$ cat src/rtl/nn_pkg.sv
// rtl/nn_pkg.sv - shared defaults and weight-fetch FSM state encoding
package nn_pkg;
  localparam int NUM_INPUTS_DEF = 784;
  localparam int ADDR_WIDTH_DEF = 10;
  localparam int DATA_WIDTH_DEF = 16;

  typedef enum logic [2:0] {
    IDLE,
    RUN,
    DRAIN,
    DONE,
    BIAS
  } wfc_state_t;
endpackage

$ cat src/rtl/weight_fetch_ctrl.sv
// rtl/weight_fetch_ctrl.sv - walks one neuron's weights and pairs each with an input sample
// WFC_BIAS_EN: append a bias pair (address numInputs, mac_x=0, mac_bias=1) to every pass
module weight_fetch_ctrl
  import nn_pkg::*;
#(
  parameter int numInputs = NUM_INPUTS_DEF,
  parameter int addrWidth = ADDR_WIDTH_DEF,
  parameter int dataWidth = DATA_WIDTH_DEF
) (
  input  logic                 clk,
  input  logic                 rst,
  input  logic                 start,
  output logic                 busy,
  output logic                 done,
  input  logic                 in_valid,
  input  logic [dataWidth-1:0] in_data,
  output logic                 in_ready,
  output logic                 wmem_ren,
  output logic [addrWidth-1:0] wmem_raddr,
  input  logic [dataWidth-1:0] wmem_wout,
  output logic                 mac_valid,
  output logic [dataWidth-1:0] mac_x,
  output logic [dataWidth-1:0] mac_w,
  output logic                 mac_last,
`ifdef WFC_BIAS_EN
  output logic                 mac_bias,
`endif
  input  logic                 mac_ready
);
  localparam logic [addrWidth-1:0] LAST_ADDR = addrWidth'(numInputs - 1);

  wfc_state_t           r_state;
  wfc_state_t           w_state_nxt;
  logic                 r_mac_valid;
  logic                 r_mac_last;
  logic [dataWidth-1:0] r_mac_x;
  logic [addrWidth-1:0] r_raddr;
  logic                 w_slot_free;
  logic                 w_final;
  logic                 w_issue;
  logic                 w_bias_issue;
`ifdef WFC_BIAS_EN
  logic                 r_mac_bias;
`endif

  // A read may only be launched when the pair register can take its result next cycle.
  assign w_slot_free = !r_mac_valid || mac_ready;
  assign w_final     = (r_raddr == LAST_ADDR);

  always_comb begin
    w_state_nxt  = r_state;
    w_issue      = 1'b0;
    w_bias_issue = 1'b0;
    case (r_state)
      IDLE: if (start) w_state_nxt = RUN;
      RUN: begin
        w_issue = in_valid && w_slot_free;
        if (w_issue && w_final) begin
`ifdef WFC_BIAS_EN
          w_state_nxt = BIAS;
`else
          w_state_nxt = DRAIN;
`endif
        end
      end
`ifdef WFC_BIAS_EN
      BIAS: begin
        w_bias_issue = w_slot_free;
        if (w_bias_issue) w_state_nxt = DRAIN;
      end
`endif
      DRAIN: if (r_mac_valid && mac_ready && r_mac_last) w_state_nxt = DONE;
      DONE:  w_state_nxt = IDLE;
      default: w_state_nxt = IDLE;
    endcase
  end

  always_ff @(posedge clk or posedge rst) begin
    if (rst) r_state <= IDLE;
    else     r_state <= w_state_nxt;
  end

  always_ff @(posedge clk or posedge rst) begin
    if (rst) begin
      r_raddr     <= '0;
      r_mac_valid <= 1'b0;
      r_mac_last  <= 1'b0;
      r_mac_x     <= '0;
`ifdef WFC_BIAS_EN
      r_mac_bias  <= 1'b0;
`endif
    end else begin
      if (r_state == IDLE && start) r_raddr <= '0;
      else if (w_issue || w_bias_issue) r_raddr <= r_raddr + addrWidth'(1);

      if (w_issue) begin
        r_mac_valid <= 1'b1;
        r_mac_x     <= in_data;
`ifdef WFC_BIAS_EN
        r_mac_last  <= 1'b0;
        r_mac_bias  <= 1'b0;
      end else if (w_bias_issue) begin
        r_mac_valid <= 1'b1;
        r_mac_x     <= '0;
        r_mac_last  <= 1'b1;
        r_mac_bias  <= 1'b1;
`else
        r_mac_last  <= w_final;
`endif
      end else if (r_mac_valid && mac_ready) begin
        r_mac_valid <= 1'b0;
      end
    end
  end

  assign in_ready   = w_issue;
  assign wmem_ren   = w_issue || w_bias_issue;
  assign wmem_raddr = r_raddr;
  assign busy       = (r_state == RUN) || (r_state == DRAIN) || (r_state == BIAS);
  assign done       = (r_state == DONE);
  assign mac_valid  = r_mac_valid;
  assign mac_x      = r_mac_x;
  assign mac_w      = wmem_wout;
  assign mac_last   = r_mac_last;
`ifdef WFC_BIAS_EN
  assign mac_bias   = r_mac_bias;
`endif
endmodule
$ cat config.mk
export PLATFORM = sky130hd
export DESIGN_NAME = weight_fetch_ctrl
export DESIGN_NICKNAME = d
export VERILOG_FILES = /design/src/rtl/nn_pkg.sv /design/src/rtl/weight_fetch_ctrl.sv
export SDC_FILE = /design/constraint.sdc
export NUM_CORES = 1
export LEC_CHECK = 0
export ABC_AREA = 1
export BUFFER_PORTS_ARGS = -buffer_cell sky130_fd_sc_hd__buf_2
export CAP_MARGIN = 20
export CELL_PAD_IN_SITES_DETAIL_PLACEMENT = 0
export CELL_PAD_IN_SITES_GLOBAL_PLACEMENT = 1
export CORE_UTILIZATION = 33
export DETAILED_ROUTE_END_ITERATION = 8
export PLACE_DENSITY_LB_ADDON = 0.1
export SYNTH_ARGS = -nofsm -noshare
export SYNTH_HDL_FRONTEND = slang
export SYNTH_SLANG_ARGS = --single-unit
export TNS_END_PERCENT = 50
$ cat constraint.sdc
create_clock -name clk -period 2 [get_ports clk]
set_input_delay 0.2 -clock clk [delete_from_list [all_inputs] [get_ports clk]]
set_output_delay 0.2 -clock clk [all_outputs]
set_load 0.1 [all_outputs]
==> flow_metrics.tcl <==
set metrics [dict create \
    rr_startpoint "r_state[1]" \
    crit_arrival_ns 1.63 \
    tritoncts_num_sinks 30 \
    yosysUniqueCellTypes 21 \
    cap_violations 0 \
    place_ws_ns 0.443 \
    drt_first_iter_violations 83 \
    setup_viol 0 \
    cts_htree_levels 2 \
    rows 25 \
    die_width_um 71.9 \
    startpoint "r_state[1]" \
    critical-path-slowest-cell "sky130_fd_sc_hd__dfrtp_1" \
    worst_slew_pin_slew_ns 0.504 \
    top_level_ports 85 \
    timing.setup.tns_ns 0 \
    area.growth.synth_to_final_pct 21.7 \
    insertion_delay_ns 0.28 \
    cts_made_buffers 5 \
    critical_path.startpoint_type "flop" \
    die-area_mm2 0.00517 \
    fin_crit_sh_pct 91.6 \
    r2r_slack_ns 0.46 \
    post-dp-hpwl_um 2710 \
    worst-path-max-fanout 21 \
    worst-setup-path-type "flop to output port" \
    first_global_vias 1292 \
    finalHoldViolCount 0 \
    report.final.slew_viol_count 0 \
    viasPerCell 4.39 \
    mostFrequentLayoutCells "sky130_fd_sc_hd__nand2_1 (77), sky130_fd_sc_hd__buf_2 (50), sky130_fd_sc_hd__dfrtp_1 (29)" \
    worst_slack_ns 0.169 \
    final_nets 285 \
    hold_slack_ns 0.119 \
    cts_tree "built" \
    ctsLongestPathBuffers 2 \
    die_h_um 71.9 \
    global_route.overflow_total 0 \
    crit-reg2reg-capture "wmem_raddr[3]" \
    place_congestion 0.722 \
    ys_ff_latch 30 \
    via_count 1355 \
    outcome "complete, no violations" \
    diodes 0 \
    path_common_cell "sky130_fd_sc_hd__inv_1" \
    grt_max_degree 22 \
    grt_first_pass_wirelength_um 6060 \
    achievable-frequency_mhz 546 \
    cp-end-kind "output port" \
    synthesis.area_per_instance_um2 8.02 \
    synth_sequential_area_ratio_pct 46.6 \
    antenna_violating_nets_post_route 0 \
    setup_repair_after_global_routing_missed_its_margin "false" \
    fillCellCount 490 \
    route.final.wire_length_um 3700 \
    timing.hold.worst.class "input pin to flop" \
    max-slew-margin-rel_pct 66.4 \
    cts-resized-gates 0 \
    worst_path_dominant_cell_family "buffers and inverters" \
    start_util_pct 34.1 \
    fp.coreArea_mm2 0.00472 \
    critical_path.cell_chain "inv_1 > ha_1 > inv_1 > nor2_4 > buf_4 > buf_12" \
    post_synth_instance_area_mm2 0.00161 \
    post_drt_wl_per_cell_um 12.0 \
    path_clk_slew_ns 0.06 \
    worstSetupPathDepth 6 \
    detail_route.first_pass.iterations 4 \
    timing.critical_path.slowest_cell_delay_ns 0.42 \
    fin_crit_ns 1.83 \
    initial_antenna_violation_count 0 \
    yosysWarnings 0 \
    most_common_library_cell_in_the_layout_ignoring_fill_and_taps "sky130_fd_sc_hd__nand2_1" \
    drive_above_1_share_pct 29.3 \
    clock_skew_ns 0.00498 \
    cp_num_buf_inv 4 \
    synth.net_count 244 \
    postSynthCellCount 201 \
    clk_root_buffer_cell "sky130_fd_sc_hd__clkbuf_8" \
    critical_path.endpoint "in_ready" \
    r2r.worst_path.cells 8 \
    timing.critical_path.required_ns 1.80 \
    route.detailed.drc 0 \
    gr-usage-all-layers_pct 15.4 \
    io_buffers 52 \
]
==> synthesized netlist by cell type <==
cell type                  number  area (um^2)
sky130_fd_sc_hd__nor2_4         1         11.3
sky130_fd_sc_hd__nand2_4        1         11.3
sky130_fd_sc_hd__nor2_2         1         6.26
sky130_fd_sc_hd__o21bai_1       1         7.51
sky130_fd_sc_hd__o21ai_1        2         10.0
sky130_fd_sc_hd__nor2_1        15         56.3
sky130_fd_sc_hd__buf_4         18          135
sky130_fd_sc_hd__inv_2          1         3.75
sky130_fd_sc_hd__a22oi_1        1         7.51
sky130_fd_sc_hd__nand3_1       10         50.1
sky130_fd_sc_hd__buf_2          2         10.0
sky130_fd_sc_hd__a21oi_1        4         20.0
sky130_fd_sc_hd__nand2_2        3         18.8
sky130_fd_sc_hd__ha_1           6         75.1
sky130_fd_sc_hd__buf_6          3         33.8
sky130_fd_sc_hd__dfrtp_1       30          751
sky130_fd_sc_hd__nand3b_1       1         7.51
sky130_fd_sc_hd__nand4_1        5         31.3
sky130_fd_sc_hd__inv_1         15         56.3
sky130_fd_sc_hd__nand2_1       77          289
sky130_fd_sc_hd__o21ai_0        4         20.0
==> final cells by class <==
cell class                      count  area, um^2  share of cell area, %
Clock buffer                        6        82.6                   4.21
Tap cell                           67        83.8                   4.28
Sequential cell                    30         752                   38.4
Timing Repair Buffer               57         330                   16.8
Multi-Input combinational cell    132         622                   31.7
Clock inverter                      1        30.0                   1.53
Inverter                           16        60.1                   3.06
==> tightest hold or removal path: stages <==
cell and delay, ns:
sky130_fd_sc_hd__buf_2 0.07, sky130_fd_sc_hd__nand2_1 0.04, sky130_fd_sc_hd__nand2_1 0.05
==> how the worst min path moves through the flow <==
stage,startpoint,to,slack [ns],depth (start not counted)
floorplan,rst,mac_last,0.29,1
detailed placement,rst,mac_x[9],0.26,2
global route,in_data[11],mac_x[11],0.12,3
global placement,rst,mac_x[11],0.25,2
CTS,in_data[6],mac_x[6],0.11,3
finish,in_data[6],mac_x[6],0.12,3
==> routing by layer <==
layer	vias up	global-route usage [%]	share of wire, %
met5	-	0	0
met4	0	5.88	1.7
met3	7	5.91	6.9
met2	58	24.4	45
met1	603	19.1	47
li1	687	-	-
==> logic make-up (layout without fill, tap and decap cells) <==
logic type / count (synthesis) / in the layout / share of synthesized area, %
fa+ha+maj: 6 / 6 / 4.66
compound gates: 12 / 12 / 4.04
simple gates: 114 / 114 / 29.9
flops: 30 / 30 / 46.6
buf+inv: 39 / 80 / 14.8
==> state kept, by name (all words and copies together), names as in the netlist <==
signal and cells:
mac_x 16, mac_last 1, wmem_raddr 10, r_state 2, mac_valid 1
==> what timing repair did <==
item	4_1_cts	5_1_grt
endpoints found under the setup margin	0	0
hold buffers	1	0
setup buffers	0	0
hold endpoints to repair	11	0
==> metrics by stage <==
step                      area, um^2  instances  utilization, %
after floorplan                 1610        201               -
after global placement          1840        301            38.9
after detailed placement        1840        301            38.9
after CTS                       1960        309            41.5
after global routing            1960        309            41.5
final                           1960        309            41.5
Power is not shown: default switching activity piles up to over one toggle a cycle in this logic, so the estimate is an artifact.
